**src/rtl/muldiv_pkg.sv**
```systemverilog
// Shared definitions for the iterative multiply/divide unit: funct3 codes,
// FSM state encoding and operand-signedness decode.
package muldiv_pkg;

   localparam logic [2:0] OP_MUL    = 3'b000;
   localparam logic [2:0] OP_MULH   = 3'b001;
   localparam logic [2:0] OP_MULHSU = 3'b010;
   localparam logic [2:0] OP_MULHU  = 3'b011;
   localparam logic [2:0] OP_DIV    = 3'b100;
   localparam logic [2:0] OP_DIVU   = 3'b101;
   localparam logic [2:0] OP_REM    = 3'b110;
   localparam logic [2:0] OP_REMU   = 3'b111;

   typedef enum logic [1:0] {
      ST_IDLE = 2'd0,
      ST_CALC = 2'd1,
      ST_FIX  = 2'd2,
      ST_FAST = 2'd3
   } state_t;

   // funct3[2] separates the divide class from the multiply class.
   function automatic logic is_div(input logic [2:0] op);
      return op[2];
   endfunction

   // rs1 is treated as signed for MULH, MULHSU, DIV and REM.
   function automatic logic is_signed_a(input logic [2:0] op);
      return op[2] ? ~op[0] : ((op == OP_MULH) || (op == OP_MULHSU));
   endfunction

   // rs2 is treated as signed for MULH, DIV and REM.
   function automatic logic is_signed_b(input logic [2:0] op);
      return op[2] ? ~op[0] : (op == OP_MULH);
   endfunction

endpackage

```
**src/rtl/muldiv_sign_fix.sv**
```systemverilog
// Sign handling around the unsigned iteration core: magnitudes and result
// signs on the way in, conditional negation and half/result select on the
// way out. Purely combinational.
module muldiv_sign_fix
   import muldiv_pkg::*;
#(
   parameter int XLEN = 32
) (
   input  logic [XLEN-1:0]   i_a,
   input  logic [XLEN-1:0]   i_b,
   input  logic [2:0]        i_op,
   output logic [XLEN-1:0]   o_abs_a,
   output logic [XLEN-1:0]   o_abs_b,
   output logic              o_neg_q,
   output logic              o_neg_r,
   input  logic [2*XLEN-1:0] i_acc,
   input  logic [2:0]        i_fix_op,
   input  logic              i_fix_neg_q,
   input  logic              i_fix_neg_r,
   output logic [XLEN-1:0]   o_mul,
   output logic [XLEN-1:0]   o_q,
   output logic [XLEN-1:0]   o_rem
);

   logic              w_sa;
   logic              w_sb;
   logic [2*XLEN-1:0] w_prod;

   // Operand side: magnitudes plus product/quotient sign and remainder sign
   // (the remainder takes the dividend's sign).
   always_comb begin
      w_sa    = is_signed_a(i_op) & i_a[XLEN-1];
      w_sb    = is_signed_b(i_op) & i_b[XLEN-1];
      o_abs_a = w_sa ? -i_a : i_a;
      o_abs_b = w_sb ? -i_b : i_b;
      o_neg_q = w_sa ^ w_sb;
      o_neg_r = w_sa;
   end

   // Result side: the product uses the quotient sign flag; MUL takes the low
   // half, all other multiplies the high half.
   always_comb begin
      w_prod = i_fix_neg_q ? -i_acc : i_acc;
      o_mul  = (i_fix_op == OP_MUL) ? w_prod[XLEN-1:0] : w_prod[2*XLEN-1:XLEN];
      o_q    = i_fix_neg_q ? -i_acc[XLEN-1:0] : i_acc[XLEN-1:0];
      o_rem  = i_fix_neg_r ? -i_acc[2*XLEN-1:XLEN] : i_acc[2*XLEN-1:XLEN];
   end

endmodule

```
**src/rtl/muldiv_iter.sv**
```systemverilog
// Iterative RISC-V M-extension unit (MUL/MULH/MULHSU/MULHU/DIV/DIVU/REM/REMU).
// Multiply: shift-add retiring MUL_STEP multiplier bits per cycle.
// Divide: restoring division, one quotient bit per cycle.
// Divide by zero and signed overflow finish in one cycle (FAST state).
// Optional feature: define MULDIV_DIV_CACHE_EN to keep the last completed
// divide's operands and results so an identical divide/remainder is FAST.
// Handshake: start is taken only while busy is low; busy covers CALC and FIX;
// finish is a one-cycle pulse with r valid, never overlapping busy; kill
// returns to IDLE from any state without a finish and dominates start.
// XLEN must be even and >= 8; MUL_STEP must be 1, 2 or 4 and divide XLEN.
module muldiv_iter
   import muldiv_pkg::*;
#(
   parameter int XLEN     = 32,
   parameter int MUL_STEP = 1
) (
   input  logic            clk,
   input  logic            rst_n,
   input  logic            start,
   input  logic            kill,
   input  logic [XLEN-1:0] a,
   input  logic [XLEN-1:0] b,
   input  logic [2:0]      m,
   output logic            busy,
   output logic            finish,
   output logic [XLEN-1:0] r,
   output logic [1:0]      o_dbg_state
);

   localparam int              CW       = $clog2(XLEN + 1);
   localparam logic [CW-1:0]   LAST_MUL = CW'(XLEN / MUL_STEP - 1);
   localparam logic [CW-1:0]   LAST_DIV = CW'(XLEN - 1);
   localparam logic [XLEN-1:0] MIN_VAL  = {1'b1, {(XLEN-1){1'b0}}};

   state_t                 r_state;
   state_t                 w_next_state;
   logic [CW-1:0]          r_cnt;
   logic [2*XLEN-1:0]      r_acc;
   logic [XLEN-1:0]        r_md;
   logic [XLEN-1:0]        r_res;
   logic [2:0]             r_op;
   logic                   r_neg_q;
   logic                   r_neg_r;
   logic                   r_fin;

   logic                   w_launch;
   logic                   w_div;
   logic                   w_sgn;
   logic                   w_b_zero;
   logic                   w_ovf;
   logic                   w_hit;
   logic                   w_fast;
   logic                   w_iter_done;
   logic                   w_neg_q;
   logic                   w_neg_r;
   logic [XLEN-1:0]        w_abs_a;
   logic [XLEN-1:0]        w_abs_b;
   logic [XLEN-1:0]        w_fast_q;
   logic [XLEN-1:0]        w_fast_rem;
   logic [XLEN-1:0]        w_fast_res;
   logic [XLEN-1:0]        w_mul_res;
   logic [XLEN-1:0]        w_q;
   logic [XLEN-1:0]        w_rem;
   logic [XLEN-1:0]        w_res;
   logic [XLEN+MUL_STEP-1:0] w_pp;
   logic [XLEN+MUL_STEP-1:0] w_sum;
   logic [2*XLEN-1:0]      w_mul_next;
   logic [2*XLEN-1:0]      w_div_next;
   logic [XLEN:0]          w_diff;

`ifdef MULDIV_DIV_CACHE_EN
   logic                   r_c_valid;
   logic                   r_c_sgn;
   logic [XLEN-1:0]        r_c_a;
   logic [XLEN-1:0]        r_c_b;
   logic [XLEN-1:0]        r_c_q;
   logic [XLEN-1:0]        r_c_rem;
   logic [XLEN-1:0]        r_a;
   logic [XLEN-1:0]        r_b;

   assign w_hit = r_c_valid && (a == r_c_a) && (b == r_c_b) && (w_sgn == r_c_sgn);
`else
   assign w_hit = 1'b0;
`endif

   muldiv_sign_fix #(.XLEN(XLEN)) u_sign_fix (
      .i_a         (a),
      .i_b         (b),
      .i_op        (m),
      .o_abs_a     (w_abs_a),
      .o_abs_b     (w_abs_b),
      .o_neg_q     (w_neg_q),
      .o_neg_r     (w_neg_r),
      .i_acc       (r_acc),
      .i_fix_op    (r_op),
      .i_fix_neg_q (r_neg_q),
      .i_fix_neg_r (r_neg_r),
      .o_mul       (w_mul_res),
      .o_q         (w_q),
      .o_rem       (w_rem)
   );

   // Launch decode and the one-cycle results for special divides.
   always_comb begin
      w_div      = is_div(m);
      w_sgn      = ~m[0];
      w_launch   = ((r_state == ST_IDLE) || (r_state == ST_FAST)) && start && !kill;
      w_b_zero   = (b == '0);
      w_ovf      = w_div && w_sgn && (a == MIN_VAL) && (b == '1);
      w_fast_q   = '1;
      w_fast_rem = a;
      if (w_b_zero) begin
         w_fast_q   = '1;
         w_fast_rem = a;
      end else if (w_ovf) begin
         w_fast_q   = MIN_VAL;
         w_fast_rem = '0;
      end
`ifdef MULDIV_DIV_CACHE_EN
      else if (w_hit) begin
         w_fast_q   = r_c_q;
         w_fast_rem = r_c_rem;
      end
`endif
      w_fast     = w_div && (w_b_zero || w_ovf || w_hit);
      w_fast_res = m[1] ? w_fast_rem : w_fast_q;
   end

   // One shift-add or restoring-divide step on the 2*XLEN working register.
   always_comb begin
      w_pp        = {{MUL_STEP{1'b0}}, r_md} * {{XLEN{1'b0}}, r_acc[MUL_STEP-1:0]};
      w_sum       = {{MUL_STEP{1'b0}}, r_acc[2*XLEN-1:XLEN]} + w_pp;
      w_mul_next  = {w_sum, r_acc[XLEN-1:MUL_STEP]};
      w_diff      = r_acc[2*XLEN-1:XLEN-1] - {1'b0, r_md};
      w_div_next  = w_diff[XLEN] ? {r_acc[2*XLEN-2:0], 1'b0}
                                 : {w_diff[XLEN-1:0], r_acc[XLEN-2:0], 1'b1};
      w_iter_done = (r_cnt == (is_div(r_op) ? LAST_DIV : LAST_MUL));
      w_res       = is_div(r_op) ? (r_op[1] ? w_rem : w_q) : w_mul_res;
   end

   // FSM state register.
   always_ff @(posedge clk or negedge rst_n) begin
      if (!rst_n) r_state <= ST_IDLE;
      else        r_state <= w_next_state;
   end

   // FSM next state and busy; kill overrides every transition.
   always_comb begin
      w_next_state = r_state;
      busy         = (r_state == ST_CALC) || (r_state == ST_FIX);
      case (r_state)
         ST_IDLE, ST_FAST: begin
            w_next_state = ST_IDLE;
            if (w_launch) w_next_state = w_fast ? ST_FAST : ST_CALC;
         end
         ST_CALC: if (w_iter_done) w_next_state = ST_FIX;
         ST_FIX:  w_next_state = ST_IDLE;
         default: w_next_state = ST_IDLE;
      endcase
      if (kill) w_next_state = ST_IDLE;
   end

   // Datapath: latch operands on launch, iterate in CALC, write r in FIX/FAST.
   always_ff @(posedge clk or negedge rst_n) begin
      if (!rst_n) begin
         r_cnt   <= '0;
         r_acc   <= '0;
         r_md    <= '0;
         r_res   <= '0;
         r_op    <= OP_MUL;
         r_neg_q <= 1'b0;
         r_neg_r <= 1'b0;
         r_fin   <= 1'b0;
      end else begin
         r_fin <= 1'b0;
         if (!kill) begin
            case (r_state)
               ST_IDLE, ST_FAST: begin
                  if (w_launch) begin
                     r_op    <= m;
                     r_cnt   <= '0;
                     r_neg_q <= w_neg_q;
                     r_neg_r <= w_neg_r;
                     r_acc   <= w_div ? {{XLEN{1'b0}}, w_abs_a} : {{XLEN{1'b0}}, w_abs_b};
                     r_md    <= w_div ? w_abs_b : w_abs_a;
                     if (w_fast) begin
                        r_res <= w_fast_res;
                        r_fin <= 1'b1;
                     end
                  end
               end
               ST_CALC: begin
                  r_acc <= is_div(r_op) ? w_div_next : w_mul_next;
                  r_cnt <= r_cnt + CW'(1);
               end
               ST_FIX: begin
                  r_res <= w_res;
                  r_fin <= 1'b1;
               end
               default: ;
            endcase
         end
      end
   end

`ifdef MULDIV_DIV_CACHE_EN
   // Remember the most recently completed divide: operands, signedness and
   // both quotient and remainder, so either flavour can be served from it.
   always_ff @(posedge clk or negedge rst_n) begin
      if (!rst_n) begin
         r_c_valid <= 1'b0;
         r_c_sgn   <= 1'b0;
         r_c_a     <= '0;
         r_c_b     <= '0;
         r_c_q     <= '0;
         r_c_rem   <= '0;
         r_a       <= '0;
         r_b       <= '0;
      end else if (!kill) begin
         if (w_launch) begin
            r_a <= a;
            r_b <= b;
            if (w_fast) begin
               r_c_valid <= 1'b1;
               r_c_a     <= a;
               r_c_b     <= b;
               r_c_sgn   <= w_sgn;
               r_c_q     <= w_fast_q;
               r_c_rem   <= w_fast_rem;
            end
         end else if ((r_state == ST_FIX) && is_div(r_op)) begin
            r_c_valid <= 1'b1;
            r_c_a     <= r_a;
            r_c_b     <= r_b;
            r_c_sgn   <= ~r_op[0];
            r_c_q     <= w_q;
            r_c_rem   <= w_rem;
         end
      end
   end
`endif

   assign finish      = r_fin;
   assign r           = r_res;
   assign o_dbg_state = r_state;

endmodule
```
**config.mk**
```make
export PLATFORM = sky130hd
export DESIGN_NAME = muldiv_iter
export DESIGN_NICKNAME = d
export VERILOG_FILES = /design/src/rtl/muldiv_pkg.sv /design/src/rtl/muldiv_sign_fix.sv /design/src/rtl/muldiv_iter.sv
export SDC_FILE = /design/constraint.sdc
export NUM_CORES = 1
export LEC_CHECK = 0
export BUFFER_PORTS_ARGS = -buffer_cell sky130_fd_sc_hd__buf_2
export CAP_MARGIN = 40
export CORE_MARGIN = 2
export CORE_UTILIZATION = 60
export DETAILED_ROUTE_END_ITERATION = 10
export PLACE_DENSITY_LB_ADDON = 0.3
export SYNTH_ARGS = -nofsm -noshare
export SYNTH_HDL_FRONTEND = slang
export SYNTH_SLANG_ARGS = --single-unit
```
**constraint.sdc**
```tcl
create_clock -name clk -period 4.65 [get_ports clk]
set_input_delay 0.6975 -clock clk [delete_from_list [all_inputs] [get_ports clk]]
set_output_delay 0.6975 -clock clk [all_outputs]
set_load 0.02 [all_outputs]
```
* Word-level counts from Yosys, hierarchy flattened
Index checks and enable logic that the tools add are counted.
Widths: inputs -> output; s select.
** Cells by class
- $add $sub $neg :: 8
- Multipliers :: 1
- Equality and inequality tests :: 11
- Muxes and demuxes :: 35
- Bitwise operators :: 5
- Reduce and logical (&&, ||, !) cells :: 20
** Operators by type and width (count)
- $mux 32 :: 15
- $mux 64 :: 4
- $neg 32->32 :: 4
- $pmux 64 s2 :: 1
- $eq 32x32->1 const B :: 2
- $neg 64->64 :: 1
- $pmux 32 s2 :: 1
- $add 32x33->33 :: 1
- $mul 32x1->33 :: 1
- $sub 33x32->33 :: 1
- $logic_not 32->1 :: 1
- $mux 31 :: 1
- $pmux 6 s2 :: 1
- $mux 2 :: 4
- $add 6x1->6 const B :: 1
- $eq 6x5->1 const B :: 1
- $logic_and 1x1->1 :: 6
- $mux 6 :: 1
- $pmux 2 s3 :: 1
- $reduce_and 3->1 :: 2
- $mux 1 :: 5
- $eq 2x2->1 const B :: 2
- $logic_or 1x1->1 :: 4
- $ne 2x2->1 const B :: 2
- other kinds (14) :: 17
** Storage, ports and cells
- Bits in registers :: 142
- Input bits :: 71
- Output and inout bits :: 36

* Logic depth before layout (Yosys ltp)
- Depth in word-level cells :: 10
- Gate-level depth with buffers :: 16
- Depth with buffers taken out :: 15

* Cells and area by module
A second synthesis with hierarchy kept.
** Unflattened totals
- Cells, all modules :: 2091
- Area, all modules :: 15807.7 um^2
** By module, submodules not included
- muldiv_iter :: times used 1, cells an instance 1431, area an instance 11656.2 um^2, sequential area each 3553.4 um^2
- muldiv_sign_fix :: times used 1, cells an instance 660, area an instance 4151.5 um^2, sequential area each 0.0 um^2

* Worst setup path after synthesis
No wires, ideal clock.
- Path type :: register -> register
- From :: register r_acc[31]
- To :: register r_acc[52]
- Arrival time :: 3.510 ns
- Path slack :: 1.007 ns
- Stages on the path, launching flop included :: 16
- Buffers on the path :: 2
- Clock period less this slack :: 3.643 ns
- Cell sequence :: dfrtp_1 -> inv_1 -> ha_1 -> fa_1 -> nor2b_1 -> o31a_1 -> o21a_1 -> or3_1 -> a31oi_1 -> o31ai_1 -> o41ai_1 -> xnor2_1 -> buf_2 -> buf_2 -> mux2i_1 -> o21ai_0
** On the way
- Word-level cells in the longest chain between the ends :: 4
** Ends and longest elaborated chain
- from (decl) :: RTL line muldiv_iter.sv:38 : logic [2*XLEN-1:0] r_acc;
- from (signal assigned) :: RTL line muldiv_iter.sv:184 : r_acc <= w_div ? {{XLEN{1'b0}}, w_abs_a} : {{XLEN{1'b0}}, w_abs_b};
- from (signal assigned) :: RTL line muldiv_iter.sv:193 : r_acc <= is_div(r_op) ? w_div_next : w_mul_next;
- $sub 33x32->33 :: RTL line muldiv_iter.sv:134 : w_diff = r_acc[2*XLEN-1:XLEN-1] - {1'b0, r_md};
- $mux 64 :: RTL line muldiv_iter.sv:135 : w_div_next = w_diff[XLEN] ? {r_acc[2*XLEN-2:0], 1'b0}
- $mux 64 :: RTL line muldiv_iter.sv:193
- $pmux 64 s2 :: RTL line muldiv_iter.sv:177 : case (r_state)
No other way between the ends.
A chain may end at the register's enable or synchronous reset.

* Worst setup path in the final report
- From :: register r_acc[31]
- To :: register r_acc[54]
Same word-level chain as after synthesis.

==> impl_metrics.py <==
metrics = {
    "drt": {
        "drtIter0Drc": 1826,
        "vias": 15700,
        "drt-total-wl_mm": 53.4,
        "drtAntennaViolNets": 0,
        "firstDrtPassIters": 6,
        "drc_errors": 0,
        "avgViaCountPerCell": 6.69,
        "wl_per_cell_um": 22.7,
    },
    "sta": {
        "fin_setup_tns_ns": 0,
        "fmax_ghz": 0.230,
        "min_period_ns": 4.35,
        "clock_skew_ns": 0.0191,
        "slew_headroom": 0.342,
        "rsz0062_at_grt": "no",
        "worst_slew_pin_slew_ns": 0.986,
        "slew_viol_final": 0,
        "final_hold_viol_count": 0,
        "fin_crit_sh": 0.935,
        "setup_viol": 0,
    },
    "global_routing": {
        "grt_max_degree": 99,
        "grt_pass1_wl_mm": 82.2,
        "grt_util_met2": 0.611,
        "grt_util_met1": 0.544,
        "grt_pass1_vias": 14400,
        "track_usage": 0.408,
        "busiest_layer": "met2",
        "met3_usage": 0.119,
        "grt-ovfl-total": 0,
        "grt_antenna_before_repair": 2,
    },
    "finish": {
        "final_cells": 2353,
        "drive_gt1_frac": 0.128,
        "syn2layout_area_growth_pct": 10.3,
        "layout_common_cells": "228 x nand2_1, 228 x o21ai_0, 175 x nor2_1, 169 x a21oi_1, 140 x dfrtp_1",
        "final_nets": 2160,
        "fill_cells": 2051,
    },
    "cts": {
        "clk_pin_slew_worst_paths_ns": 0.07,
        "cts_buffers": 17,
        "clk_path_buf_depth": 2,
        "cts_tree": "yes",
        "postCtsHoldBufs": 0,
        "insertion_delay_ns": 0.44,
        "cts-htree-levels": 4,
        "clockRootBuffer": "clkbuf_16",
        "clkSinkCount": 142,
    },
    "synth": {
        "postSynthAreaPerCell_um2": 7.49,
        "ys_types": 66,
        "synth_edf_count": 0,
        "synthFlopType": "dfrtp_1",
        "ys_seq_area_frac": 0.241,
        "syn_area_mm2": 0.0147,
        "synthArstFlopShare": 1.00,
        "syn_nets": 2112,
        "syn_inst": 1967,
        "ys_seq_elements": 142,
        "synth-warning-count": 0,
    },
    "worst_setup_path": {
        "path_max_fanout": 15,
        "cp-end-kind": "register",
        "arrival_ns": 4.67,
        "cp_data_required_time_ns": 4.98,
        "reg2reg_to": "r_acc[54]$_DFFE_PN0P_",
        "reg2reg_depth": 15,
        "reg2reg_from": "r_acc[31]$_DFFE_PN0P_",
        "cp-start-kind": "register",
        "path_class": "reg -> reg",
        "r2r_slack_ns": 0.30,
    },
    "pwr": {
        "seqPwrFrac": 0.276,
        "powerDensity_mw_per_mm2": 393,
        "pwr-share-comb": 0.498,
        "swShare": 0.465,
        "ir_drop_mv": 0.263,
        "p_int_mw": 3.42,
        "clockPowerShare": 0.226,
        "power_leakage_nw": 7.22,
        "power_switching_mw": 2.97,
        "finalPower_mw": 6.39,
    },
    "place": {
        "finalWeightedCongestion": 1.00,
        "port_buffers": 106,
        "dp.cells": 2320,
        "hpwl_mm": 40.7,
    },
    "floorplanning": {
        "die_area_mm2": 0.0258,
        "core_mm2": 0.0242,
        "die_h_um": 161,
        "rows": 57,
        "start_util": 0.609,
        "dieWidth_um": 161,
        "io_pins": 107,
    },
    "worst_hold_path": {
        "hp-class": "in -> async",
    },
    "run": {
        "maxCapViolations": 0,
    },
    "run_status": {
        "status": "complete, no violations",
    },
}
## area by class of cell
type | count | area [µm²] | area share
Clock inverter | 15 | 170 | 0.0105
Inverter | 66 | 248 | 0.0153
Timing Repair Buffer | 159 | 982 | 0.0605
Tap cell | 324 | 405 | 0.0250
Antenna cell | 1 | 2.50 | 0.000154
Sequential cell | 142 | 3560 | 0.219
Clock buffer | 17 | 425 | 0.0262
Multi-Input combinational cell | 1629 | 10500 | 0.644
## stage by stage
stage | hold WS, ns | utilization | setup slack [ns] | cell area (µm²)
floorplan | 0.402 | - | 1.01 | 14700
global placement | 0.450 | 0.645 | 0.508 | 15600
detailed placement | 0.458 | 0.647 | 0.396 | 15600
CTS | 0.364 | 0.672 | 0.373 | 16200
global route | 0.383 | 0.672 | 0.108 | 16200
finish | 0.304 | 0.672 | 0.301 | 16200
## kinds of logic after synthesis
family,after synthesis,share of synthesized area
xor gates and xnor gates,202,0.120
AOI/OAI and AO/OA,680,0.282
buffers and inverters,196,0.0509
DFF,142,0.241
and+or+nand+nor,608,0.194
muxes,65,0.0470
adders and majority gates,74,0.0639
## flip-flops by register name, indices dropped and copies added (netlist names)
name / count
r_acc: 64
r: 32
r_md: 32
r_cnt: 6
r_op: 3
o_dbg_state: 2
finish: 1
r_neg_q: 1
r_neg_r: 1
## routing by layer
layer | vias up | share of wire | wire length [µm]
met2 | 1028 | 0.43 | 22900
met5 | - | 0.00024 | 13
li1 | 7168 | - | -
met4 | 2 | 0.051 | 2750
met1 | 7355 | 0.39 | 20900
met3 | 188 | 0.13 | 6900
## repair_timing
| action | CTS | global route |
|---|---|---|
| resized for setup | 0 | 1 |
| buffers inserted | 0 | 0 |
| setup endpoints to repair | 0 | 1 |
## worst max-delay path: stages (launching register included)
cell and delay [ns]:
dfrtp_1 0.42, inv_1 0.15, ha_1 0.21, fa_1 0.22, nor2b_1 0.07, o31a_1 0.29
o21a_1 0.23, or3_1 0.45, a31oi_1 0.42, o31ai_1 0.19, o41ai_1 0.43, xnor2_2 0.29
buf_4 0.36, mux2i_1 0.21, mux2i_1 0.09, a22o_1 0.22
## cell usage after synthesis (26+ instances only)
cell type | number | share of area
mux2i_1 | 32 | 0.022
a21oi_1 | 169 | 0.057
clkbuf_1 | 111 | 0.028
nand2_1 | 228 | 0.058
dfrtp_1 | 142 | 0.24
xor2_1 | 81 | 0.048
inv_1 | 66 | 0.017
xnor2_1 | 121 | 0.072
nand3_1 | 26 | 0.0088
o21ai_0 | 228 | 0.077
a211oi_1 | 46 | 0.023
o31ai_1 | 27 | 0.014
a21o_1 | 42 | 0.021
ha_1 | 72 | 0.061
nor2_1 | 175 | 0.045
mux2_2 | 33 | 0.025
## power by group through the flow
stage / Combinational [mW] / Sequential [mW] / Clock (mW)
global route: 3.45 / 1.77 / 1.49
detailed placement: 3.07 / 1.75 / 0
CTS: 3.09 / 1.73 / 1.44
global placement: 2.98 / 1.77 / 0
finish: 3.18 / 1.76 / 1.44
floorplan: 2.23 / 1.66 / 0
## worst max path at each step
stage          cells past startpoint                  start  slack [ns]               endpoint
6_report                          15  r_acc[31]$_DFFE_PN0P_        0.30  r_acc[54]$_DFFE_PN0P_
5_1_grt                           15   r_acc[0]$_DFFE_PN0P_        0.11  r_acc[62]$_DFFE_PN0P_
4_1_cts                           15  r_acc[31]$_DFFE_PN0P_        0.37  r_acc[54]$_DFFE_PN0P_
3_5_place_dp                      13                   a[0]        0.40      r[14]$_DFFE_PN0P_
3_3_place_gp                      13                   a[0]        0.51      r[14]$_DFFE_PN0P_
2_1_floorplan                     15  r_acc[31]$_DFFE_PN0P_        1.01  r_acc[52]$_DFFE_PN0P_
No activity file was read; power rests on OpenSTA's default activity.
